==> src/rtl/pipe_stage_reg.sv <==
// pipe_stage_reg: generalised inter-stage pipeline register.
// Holds LANES payload words plus a valid bit. It also provides a flush
// that inserts a bubble, and a saturating counter of how many cycles the
// current valid contents have been held by a stall.
// The legal range for LANES is 1..16.
module pipe_stage_reg #(
  parameter int                         WIDTH      = 32,
  parameter int                         LANES      = 4,
  parameter logic [LANES*WIDTH-1:0]     BUBBLE_VAL = '0,
  parameter int                         CNT_W      = 8
) (
  input  logic                          clk,
  input  logic                          reset,
  input  logic                          en,
  input  logic                          flush,
  input  logic                          valid_in,
  input  logic [LANES*WIDTH-1:0]        din,
  output logic [LANES*WIDTH-1:0]        dout,
  output logic                          valid_out,
  output logic [CNT_W-1:0]              stall_cnt,
  output logic                          stall_sat
);

  localparam logic [CNT_W-1:0] CNT_MAX = '1;
  localparam logic [CNT_W-1:0] CNT_ONE = CNT_W'(1);

  logic             valid_reg;
  logic             valid_next;
  logic [CNT_W-1:0] cnt_reg;
  logic [CNT_W-1:0] cnt_next;
  logic             sat_reg;

  // Next-state valid bit and stall counter.
  // The counter advances only while a real instruction is being held.
  // Every other case, including reset, flush, load and a held bubble,
  // returns it to zero.
  always_comb begin
    valid_next = valid_reg;
    cnt_next   = '0;
    if (reset || flush) begin
      valid_next = 1'b0;
    end else if (en) begin
      valid_next = valid_in;
    end else if (valid_reg) begin
      cnt_next = (cnt_reg == CNT_MAX) ? cnt_reg : cnt_reg + CNT_ONE;
    end
  end

  // Control state register.
  // The saturation flag comes from cnt_next, so it lines up with stall_cnt
  // in the same cycle.
  always_ff @(posedge clk) begin
    valid_reg <= valid_next;
    cnt_reg   <= cnt_next;
    sat_reg   <= (cnt_next == CNT_MAX);
  end

  // Payload lanes.
  // All lanes share the same load, hold and flush decision, and each lane
  // resets to its own slice of BUBBLE_VAL.
  // din is never sampled on a flush or a stall, so an X on din cannot
  // reach dout in those cases.
  genvar gi;
  generate
    for (gi = 0; gi < LANES; gi++) begin : g_lane
      logic [WIDTH-1:0] lane_reg;

      // Lane register with the priority reset > flush > en.
      always_ff @(posedge clk) begin
        if (reset || flush) begin
          lane_reg <= BUBBLE_VAL[gi*WIDTH +: WIDTH];
        end else if (en) begin
          lane_reg <= din[gi*WIDTH +: WIDTH];
        end
      end

      assign dout[gi*WIDTH +: WIDTH] = lane_reg;
    end
  endgenerate

  assign valid_out = valid_reg;
  assign stall_cnt = cnt_reg;
  assign stall_sat = sat_reg;

endmodule

==> config.mk <==
export PLATFORM = sky130hd
export DESIGN_NAME = pipe_stage_reg
export DESIGN_NICKNAME = d
export VERILOG_FILES = /design/src/rtl/pipe_stage_reg.sv
export SDC_FILE = /design/constraint.sdc
export NUM_CORES = 1
export LEC_CHECK = 0
export CORE_ASPECT_RATIO = 0.9
export CORE_MARGIN = 2
export CORE_UTILIZATION = 25
export DETAILED_ROUTE_END_ITERATION = 16
export GPL_TIMING_DRIVEN = 0
export HOLD_SLACK_MARGIN = 0.08
export PLACE_DENSITY = 0.67
export SLEW_MARGIN = 30
export SYNTH_ARGS = -nofsm -noshare
export SYNTH_HDL_FRONTEND = slang
export SYNTH_SLANG_ARGS = --single-unit
==> constraint.sdc <==
create_clock -name clk -period 2.1 [get_ports clk]
set_input_delay 0.42 -clock clk [delete_from_list [all_inputs] [get_ports clk]]
set_output_delay 0.42 -clock clk [all_outputs]
set_load 0.01 [all_outputs]
## After elaboration in Yosys (flattened, before gate mapping)

Index checks and enable logic that the tools add are counted.
Widths: inputs -> output; s select.

| operators by class | value |
|---|---|
| multiplexer cells | 4 |
| eq/ne operators | 2 |
| shift operators | 0 |
| magnitude comparators | 0 |
| div/mod/pow operators | 0 |
| $mul | 0 |
| bitwise operators | 0 |
| reduce and logical (&&, ||, !) cells | 1 |
| add/subtract/negate cells | 1 |

Operator list:

| kind | number |
|---|---|
| $mux 8 | 4 |
| $eq 8x8->1 const B | 2 |
| $add 8x1->8 const B | 1 |
| $logic_or 1x1->1 | 1 |

| storage, ports and cells | value |
|---|---|
| logic and storage cells | 15 |
| output and inout port bits | 138 |
| memories kept | 0 |
| input bits | 133 |
| ROM bits | 0 |
| RAM bits | 0 |
| bits in latches | 0 |
| register bits | 138 |

## Depth between registers and ports, before layout

Gate-level depths: netlist (run 1).

| depth | value |
|---|---|
| word-level depth | 6 |
| mapped depth | 6 |
| depth with buffers taken out | 5 |

## Worst setup path after synthesis (run 1)

Ideal clock, no wire load.

| path | value |
|---|---|
| path type | input to register |
| start point | in en |
| end point | reg sat_reg, in the netlist stall_sat |
| required time | 2.039 ns |
| setup time | 0.061 ns |
| path buffers | 2 |
| arrival | 1.735 ns |
| setup slack | 0.304 ns |
| cell stages on the path | 6 |
| path through | clkbuf_1 -> or4b_1 -> buf_2 -> o21bai_1 -> a311oi_1 -> and4b_1 |

| between the ends | value |
|---|---|
| cells in the longest elaborated chain, start to end | 3 |

Ends and longest elaborated chain:

| element | line | RTL |
|---|---|---|
| from (decl) | 14 | `input logic en,` |
| $mux 8 | 42 | `end else if (en) begin` |
| $mux 8 | 40 | `if (reset \|\| flush) begin` |
| $eq 8x8->1 | 55 | `sat_reg <= (cnt_next == CNT_MAX);` |
| to (signal assigned) | 55 |  |
| to (decl) | 31 | `logic sat_reg;` |

No other way between the ends.
A chain may end at the register's enable or synchronous reset.

## Worst setup path in the final report (run 1)

| path | value |
|---|---|
| start point | reg cnt_reg[0], in the netlist stall_cnt[0] |
| end point | reg sat_reg, in the netlist stall_sat |

| between the ends | value |
|---|---|
| cells in the longest elaborated chain, start to end | 6 |
| elaborated cells between the ends (all ways) | 7 |
| those cells by class | add/sub (1); eq/ne (2); mux (4) |

Ends and longest elaborated chain:

| element | line | RTL |
|---|---|---|
| from (decl) | 29 | `logic [CNT_W-1:0] cnt_reg;` |
| from (signal assigned) | 54 | `cnt_reg <= cnt_next;` |
| $add 8x1->8 / $eq 8x8->1 (equally long branches) | 45 | `cnt_next = (cnt_reg == CNT_MAX) ? cnt_reg : cnt_reg + CNT_ONE;` |
| $mux 8 * | 45 |  |
| $mux 8 * | 44 | `end else if (valid_reg) begin` |
| $mux 8 * | 42 |  |
| $mux 8 * | 40 |  |
| $eq 8x8->1 * | 55 |  |

Every way passes the cells marked *; elsewhere a longest branch is shown, timed or not.

==> results of run 1 <==
layout make-up:
| type | count | share of cell area |
|---|---|---|
| Buffer | 32 | 0.0161 |
| Clock buffer | 19 | 0.0507 |
| Clock inverter | 12 | 0.0139 |
| Inverter | 2 | 0.000879 |
| Multi-Input combinational cell | 304 | 0.243 |
| Sequential cell | 138 | 0.324 |
| Tap cell | 250 | 0.0366 |
| Timing Repair Buffer | 269 | 0.315 |
final timing paths:
kind | slack [ns] | to | cells past startpoint
worst min-delay path | 0.49 | g_lane[2].lane_reg[3] | 2
worst max register to register | 0.20 | stall_sat | 5
worst max-delay path | 0.20 | stall_sat | 5
worst min register to register | 0.49 | g_lane[2].lane_reg[3] | 2
synthesized netlist by cell type (2+ instances only):
master / count / share of area
nand4_1: 2 / 0.0025
mux2i_1: 129 / 0.26
clkbuf_1: 18 / 0.014
dfxtp_1: 138 / 0.55
nor2_1: 132 / 0.10
a311oi_1: 3 / 0.0053
nand2_1: 2 / 0.0015
a21oi_1: 5 / 0.0050
o21bai_1: 2 / 0.0030
and3_1: 2 / 0.0025
buf_2: 13 / 0.013
inv_1: 2 / 0.0015
nand3_1: 4 / 0.0040
nor2b_1: 3 / 0.0038
o21ai_0: 3 / 0.0030
a31oi_1: 3 / 0.0038
metrics by stage:
step	hold slack [ns]	setup TNS (ns)	utilization
4_1_cts	0.494	0	0.441
3_5_place_dp	0.480	-30.41	0.413
5_1_grt	0.516	0	0.441
6_report	0.487	0	0.441
3_3_place_gp	0.471	-27.20	0.413
2_1_floorplan	0.527	0	-
kinds of logic after synthesis:
group | Yosys count | synth area share
fa+ha+maj | 1 | 0.00251
xor+xnor | 1 | 0.00176
simple gates | 153 | 0.126
buf+inv | 34 | 0.0289
mux | 129 | 0.259
flops | 138 | 0.555
compound gates | 20 | 0.0266
worst max-delay path: cells and delay by family, from the launching register on:
kind            cells  cell delay [ns]
simple gates        3             0.82
flops               1             0.45
fa+ha+maj           1             0.33
compound gates      1             0.24
power breakdown:
part | switching, mW | internal [mW]
clock | 1.20 | 1.64
combinational | 0.284 | 0.477
sequential | 0.0405 | 2.70
total | 1.52 | 4.81
metal layers:
layer | global-route usage | wire, um | vias up
met2 | 0.218 | 6950 | 158
met4 | 0.0448 | 163 | 0
met3 | 0.0578 | 1270 | 10
met5 | 0 | 0 | -
met1 | 0.176 | 6690 | 1999
li1 | - | - | 2183
timing repair:
item	CTS	global route
setup buffers	0	0
gates resized for setup	0	2
setup endpoints to repair	0	17
==> metrics.yaml, run 1 <==
postCtsHoldBufs: 0
antenna_found_initial: 0
grt_overflow: 0
cts_tree: "yes"
fillers: 1928
first_pass_iters: 4
wl_per_cell_um: 14.7
dieHeight_um: 138
place_inst: 995
hold_violations: 0
initial_core_util: 0.257
final_common_cell: "clkdlybuf4s50_1"
clk_path_buf_depth: 2
grt_pass1_wl_mm: 22.9
ioPinCount: 271
cts_htree_levels: 4
rsz0062_at_grt: "no"
num_rows: 48
synthesis.nets: 610
antenna_left: 0
clk_pin_slew_ns: 0.06
ff_latch_area_sq_um: 2760
power_mw: 6.34
place.gp.congestion: 0.706
outcome: "completed"
slew_headroom: 0.505
yosysSeqAreaShare: 0.555
largest_register_ffs: 128
critPathMaxFanout: 7
async_flop_share: 0
stdcell_count: 1026
slowest_delay_ns: 0.45
finalClockSkew_ns: 0.00788
placed_area_sq_um: 7980
path_class: "reg2reg"
final_net_count: 898
grt_max_degree: 17
critical_path.cell_chain: "ha_1, nand3_1, or3_1, a221oi_1, and4b_1"
clk_latency_ns: 0.41
fin_crit_sh: 0.904
worstHoldPathType: "reg2reg"
die_w_um: 153
cp-end-kind: "flip-flop"
fmaxAchievable_mhz: 526
cts_made_buffers: 17
grtUsageTotal: 0.140
netlist_area_sq_um: 4980
slew_viol_final: 0
vias: 4350
setup_violations: 0
port_buffers: 269
synth.avg_cell_area_sq_um: 10.5
worstReg2RegStart: "stall_cnt[0]"
syn_inst: 476
hp-start: "g_lane[2].lane_reg[3]"
drc_errors: 0
cp-startpoint: "stall_cnt[0]"
hpwlAfterDp_mm: 11.2
place_ws_ns: -0.437
die-area_sq_um: 21100
cts.sinks: 138
finalWirelength_mm: 15.1
drt_iter0_markers: 187
synth_edf_count: 0
cts_root_buf: "clkbuf_16"
grt_pass1_vias: 4260
layout_common_cells: "269 x clkdlybuf4s50_1, 138 x dfxtp_1, 132 x nor2_1, 129 x mux2i_1, 19 x clkbuf_1"
crit_path_top_delay_cell: "dfxtp_1"
tightest_slew_ns: 0.742
antenna_cells: 0
synth-main-ff-cell: "dfxtp_1"
multiInputGateArea_sq_um: 2070
synthToLayoutAreaGrowth_pct: 71.5
arrival_ns: 2.25
min_period_ns: 1.90
irDropWorstVdd_uv: 473
ys_seq_elements: 138
coreArea_sq_um: 19300
p_leak_nw: 3.47
drive_above_1_share: 0.0567
setup_ws_ns: 0.201
finish.instance_area_sq_um: 8540
p_per_area_nw_per_um2: 742
cap_violations: 0
ys_types: 31
cp-start-kind: "flip-flop"
worstPathRequired_ns: 2.45
yosys_warnings: 0
vias_per_cell: 4.24
(Power assumes the default switching activity.)
==> run 2: changes to the inputs <==
RECOVER_POWER = 25   (was not set)
TNS_END_PERCENT = 20   (was not set)
==> run 2 against run 1 <==
  * Sequential cell count did not move
  * Clock skew did not move
  * Setup slack got worse by 0.027 ns
  * Sequential power barely moved
  * Global-route usage did not move
  * Core utilization did not move
  * Highest routed layer unchanged
==> metrics.yaml, run 2 (synthesized netlist as in run 1, its figures left out) <==
outcome: "completed"
critical_path.cell_chain: "dlygate4sd3_1, or4b_1, buf_2, o21bai_1, a311oi_1, and4b_1"
irDropWorstVdd_uv: 473
cp-end-kind: "flip-flop"
p_leak_nw: 3.47
vias_per_cell: 4.24
drc_errors: 0
worstPathRequired_ns: 2.45
antenna_cells: 0
critPathMaxFanout: 8
cts_setup_buffers: 0
cts_htree_levels: 4
grtUsageTotal: 0.140
worstHoldPathType: "reg2reg"
wl_per_cell_um: 14.7
drt_iter0_markers: 187
crit_path_top_delay_cell: "dlygate4sd3_1"
fin_util: 0.441
sequentialPowerShare: 0.432
drive_above_1_share: 0.0567
coreArea_sq_um: 19300
die_w_um: 153
min_period_ns: 1.93
clockPowerShare: 0.448
slew_viol_final: 0
antenna_left: 0
ioPinCount: 271
vias: 4350
p_sw_mw: 1.52
cap_violations: 0
initial_core_util: 0.257
hpwlAfterDp_mm: 11.2
cts_root_buf: "clkbuf_16"
cts_tree: "yes"
finalClockSkew_ns: 0.00788
comb_power_share: 0.120
stdcell_count: 1026
grt_max_degree: 17
first_pass_iters: 4
p_per_area_nw_per_um2: 742
slowest_delay_ns: 0.56
cts.sinks: 138
fmaxAchievable_mhz: 519
fin_crit_sh: 0.917
num_rows: 48
dieHeight_um: 138
power_mw: 6.34
cts_made_buffers: 17
finish.instance_area_sq_um: 8540
crit_family: "buffers and inverters"
postCtsHoldBufs: 0
final_net_count: 898
grt_overflow: 0
arrival_ns: 2.28
rsz0062_at_grt: "no"
hold_violations: 0
grt_pass1_vias: 4260
setup_violations: 0
clk_path_buf_depth: 2
path_class: "in2reg"
tightest_slew_ns: 0.742
worst_hold_slack_ns: 0.487
grt_pass1_wl_mm: 22.9
die-area_sq_um: 21100
crit_buf_inv: 2
place.gp.congestion: 0.706
place_inst: 995
largest_register_ffs: 128
swShare: 0.240
clk_pin_slew_ns: 0.06
placed_area_sq_um: 7980
antenna_found_initial: 0
finalWirelength_mm: 15.1
clk_latency_ns: 0.41
cp-start-kind: "primary input"
synthToLayoutAreaGrowth_pct: 71.5
layout_common_cells: "268 x clkdlybuf4s50_1, 138 x dfxtp_1, 132 x nor2_1, 129 x mux2i_1, 19 x clkbuf_1"
intPower_mw: 4.81
fillers: 1928
slew_headroom: 0.505
final_common_cell: "clkdlybuf4s50_1"
port_buffers: 269
==> run 2: worst paths after layout <==
path | start | end | slack [ns] | cells after the start
hold / removal | g_lane[2].lane_reg[3] | g_lane[2].lane_reg[3] | 0.49 | 2
setup / recovery | reset | stall_sat | 0.17 | 6
hold reg to reg | g_lane[2].lane_reg[3] | g_lane[2].lane_reg[3] | 0.49 | 2
setup reg to reg | stall_cnt[0] | stall_sat | 0.20 | 5
==> run 2: cell type report <==
type,count,area [sq um],share of cell area
clock buffer,19,433,0.0507
clock inverter,12,119,0.0139
sequential,138,2760,0.324
multi-input combinational,304,2070,0.243
buffer,32,138,0.0161
timing repair buffer,269,2690,0.315
inverter,2,7.51,0.000879
tap,250,313,0.0366
==> run 2: routing by layer <==
metal / share of wire / wire length (um) / up-vias / GRT usage
li1: - / - / 2183 / -
met1: 0.44 / 6690 / 1999 / 0.176
met2: 0.46 / 6950 / 158 / 0.218
met3: 0.084 / 1270 / 10 / 0.0578
met4: 0.011 / 163 / 0 / 0.0448
met5: 0 / 0 / - / 0
==> run 2: repair_timing <==
action                                 4_1_cts  5_1_grt
gates resized for setup                      0        2
endpoints found under the hold margin        0        0
setup endpoints to repair                    0       17
==> run 2: through the flow <==
step / TNS (ns) / setup WS [ns]
final: 0 / 0.173
after floorplan: 0 / 0.304
after CTS: 0 / 0.00648
after global routing: 0 / 0.0241
after detailed placement: -30.41 / -0.437
after global placement: -27.20 / -0.377
==> run 2: power groups by stage <==
| stage | sequential, mW | clock (mW) | combinational, mW |
|---|---|---|---|
| 3_5_place_dp | 2.80 | 0 | 0.768 |
| 4_1_cts | 2.74 | 2.96 | 0.772 |
| 2_1_floorplan | 2.83 | 0 | 0.259 |
| 5_1_grt | 2.75 | 3.06 | 0.820 |
| 3_3_place_gp | 2.79 | 0 | 0.765 |
| 6_report | 2.74 | 2.84 | 0.760 |
==> run 2: worst min-delay path, stage by stage (launching register included) <==
cell and delay [ns]:
dfxtp_1 0.32, mux2i_1 0.06, nor2_1 0.07
==> variant 1: new RTL, config.mk and constraints of run 2 <==
`WIDTH`: 32 -> 48.
--- a/src/rtl/pipe_stage_reg.sv
+++ b/src/rtl/pipe_stage_reg.sv
@@ -6,3 +6,3 @@
 module pipe_stage_reg #(
-  parameter int                         WIDTH      = 32,
+  parameter int                         WIDTH      = 48,
   parameter int                         LANES      = 4,
Interface: changed (resized din and dout); port bits go from 271 to 399. No check against the original RTL was run, so the function may have changed too.
==> variant 1 against run 2 <==
Highest routed layer is now met5; synthesized area rose by 44%; global-route usage increased by 0.96 points; non-clock buffer count increased by 143; first-iteration DRC count decreased by 10%; routed wire length up 55%; sequential cell count increased by 64; worst setup slack lost 72 ps; sequential share of layout area rose by 0.41 points; hold slack lost 4.5 ps; critical path type is now reg -> out; via count increased by 44%; total power is 44% higher; cell area grew 45%; count of clock-buffer cells in the layout rose by 12.
==> variant 1: results (changes against run 2) <==
* Status: completed
* Synth Area in XOR/XNOR at 0.1222% (-0.054 points)
* Path depth of the worst reg2reg path at 7 (+2)
* Rel. slew slack at 46.96% (-3.6 points)
* CP endpoint: stall_cnt[5]
* Nets at 1299 (+45%)
* Pwr dens at 741.4 mW/mm2 (-0.12%)
* Mapped Cells at 679 (+43%)
* Final HPWL DP at 17920 um (+61%)
* Total GRT Usage at 14.93% (+0.96 points)
* Synth area leaders: dfxtp_1 (56%), mux2i_1 (27%), nor2_1 (11%)
* Crit path from: stall_cnt[5]$_DFF_P_
* R2r setup slk at 180 ps (-20 ps)
* Buffers on Ports at 397 (+48%)
* CP arrival at 1580 ps (-700 ps)
* Final clock skew at 7.479 ps (-0.4035 ps)
* Share of layout cells above drive strength 1 at 5.108% (-0.56 points)
* Routability cong. at 0.7885 (+12%)
* Total routed wirelength at 23370 um (+55%)
* Register area share after synthesis at 56.44% (+0.95 points)
* Sink Count at 202 (+46%)
* Placed cell area at 0.01159 mm2 (+45%)
* Slowest stage delay, CP at 610 ps (+50 ps)
* Seq. cell area at 0.004044 mm2 (+46%)
* Via density per instance at 4.237 (about the same)
* Worst Hold Slack at 482.9 ps (-4.498 ps)
* Multi-input combinational area share at 23.56% (-0.71 points)
* Antenna violations before repair at 2 (+2)
* Final clock-cell share at 6.134% (-0.33 points)
* CLK BUF at 31 (+12)
* Vias in the first global route at 6326 (+48%)
* Seq/total area at 32.77% (+0.41 points)
* Drt wl/cell at 15.83 um (+7.7%)
* Largest register FFs at 192 (+50%)
* Pre-CTS WS at -573.4 ps (-136.8 ps)
* Global-route wire length before repair at 35470 um (+55%)
* CTS resizes at 1 (+1)
* Hold Crit Endpoint: g_lane[1].lane_reg[26]$_SDFFE_PN0P_
* Largest net degree at the start of global routing at 14 (-3)
-- variant 1: cell count changes after synthesis, sizes merged, moves of 4 or more --
cell / run 2 / this run
clkbuf: 18 / 28
dfxtp: 138 / 202
buf: 14 / 19
nor3: 0 / 4
mux2i: 129 / 194
nor2: 132 / 201
-- variant 1: layer usage --
layer / vias up / GRT usage (%) / wire length (um)
met5: - / 0 / 14
met4: 4 / 4.399 / 578
met3: 36 / 6.505 / 2444
met2: 286 / 25.78 / 11020
met1: 2818 / 16.77 / 9310
li1: 3110 / - / -
-- variant 1: power by group through the flow --
stage	Sequential, mW	Clock (mW)	Combinational (mW)
5_1_grt	4.03	4.32	1.22
3_3_place_gp	4.10	0	1.15
3_5_place_dp	4.10	0	1.16
6_report	4.02	4.00	1.13
2_1_floorplan	4.15	0	0.387
4_1_cts	4.02	4.16	1.16
==> variant 2: new RTL, settings of run 2 <==
Made on the original files. Put one more register stage on the output `stall_cnt`. The value now appears one clock later. The other outputs are not delayed to match.
--- a/src/rtl/pipe_stage_reg.sv
+++ b/src/rtl/pipe_stage_reg.sv
@@ -81,3 +81,5 @@
   assign valid_out = valid_reg;
-  assign stall_cnt = cnt_reg;
+  always_ff @(posedge clk) begin
+    stall_cnt <= cnt_reg;
+  end
   assign stall_sat = sat_reg;
Check against the original RTL: not equivalent (Yosys sat finds a counterexample within 4 cycles, from zero or initial values).
==> variant 2 against run 2 <==
Critical path type unchanged; fmax increased by 4.7%; total power increased by 10%; sequential share of layout area increased by 0.93 points; sequential cell count increased by 8; cell area increased by 2.8%; routed wire length decreased by 1.6%; worst setup slack improved by 87 ps; highest routed layer unchanged; utilization decreased by 0.35 points; synthesized area increased by 2.7%.
==> variant 2: results (changes against run 2) <==
* Slowest stage cell, crit path: clkdlybuf4s50_1
* Critical Path Fanout Max at 7 (-1)
* Status: completed
* Final clock-cell share at 7.382% (+0.92 points)
* Routed wl met3 at 1305 um (+2.5%)
* Mapped Cells at 481 (+1.1%)
* Post-Place Cells at 1005 (+1.0%)
* Area of the multi-input gates at 0.002048 mm2 (-1.1%)
* 1st-iter DRT viols at 133 (-29%)
* Sink Count at 146 (+5.8%)
* Final period utilization at 87.62% (-4.1 points)
* Seq/total area at 33.29% (+0.93 points)
* Crit-path leading delay family: simple AND/OR/NAND/NOR gates
* Non-clock buffers at 303 (+0.66%)
* Register area share after synthesis at 57.16% (+1.7 points)
* Global-route wire length before repair at 23200 um (+1.1%)
* Worst R2R Start: cnt_reg[0]$_DFF_P_
* Mux contribution to synthesized area at 25.45% (-0.49 points)
* Peak VDD IR at 0.4630 mV (-2.2%)
* Synth cell count leaders: dfxtp_1 (146), nor2_1 (131), mux2i_1 (130)
* Synth area leaders: dfxtp_1 (57%), mux2i_1 (25%), nor2_1 (9.6%)
* Final HPWL DP at 10830 um (-2.9%)
* Total routed wirelength at 14830 um (-1.6%)
* Post-synthesis adder-cell area fraction at 0.2447% (-0.0066 points)
* Crit path from: flush
* Slowest stage delay, CP at 410 ps (-150 ps)
* Drt wl/cell at 14.30 um (-2.6%)
* HP Start: cnt_reg[2]$_DFF_P_
* Layout non-clock buf frac at 32.32% (-0.83 points)
* Pre-CTS WS at -546.4 ps (-109.8 ps)
* Synth Area in XOR/XNOR at 0.5138% (+0.34 points)
* Least-Margin Pin Slew at 800.2 ps (+58.17 ps)
* Yosys cell types at 28 (-9.7%)
* CTS resizes at 1 (+1)
* Leakage Power at 3.715 nW (+7.0%)
* Inverters excl. clock at 1 (-1)
-- variant 2: cell count changes after synthesis, sizes merged, moves of 3 or more --
cell	delta
a21oi	-3
a311oi	-3
nor2b	-3
dfxtp	+8
nand2	+3
nor3	+3
-- variant 2: power by group --
part / internal, mW / total [mW] / switching (mW)
logic: 0.470 / 0.753 / 0.283
clock network: 2.08 / 3.35 / 1.27
registers: 2.85 / 2.89 / 0.0392
total: 5.40 / 6.99 / 1.59
-- variant 2: worst paths after layout --
kind                                to  cells after the start
setup / recovery     stall_sat$_DFF_P_                      7
hold / removal    stall_cnt[2]$_DFF_P_                      0
setup reg to reg     stall_sat$_DFF_P_                      6
hold reg to reg   stall_cnt[2]$_DFF_P_                      0
-- variant 2: per-stage QoR --
step	power, mW	utilization [%]	cell area, um2
finish	6.992	43.79	8780
global placement	3.717	40.53	8125
detailed placement	3.723	40.53	8125
floorplan	3.249	-	5114
CTS	7.130	43.77	8775
global route	7.290	43.79	8780
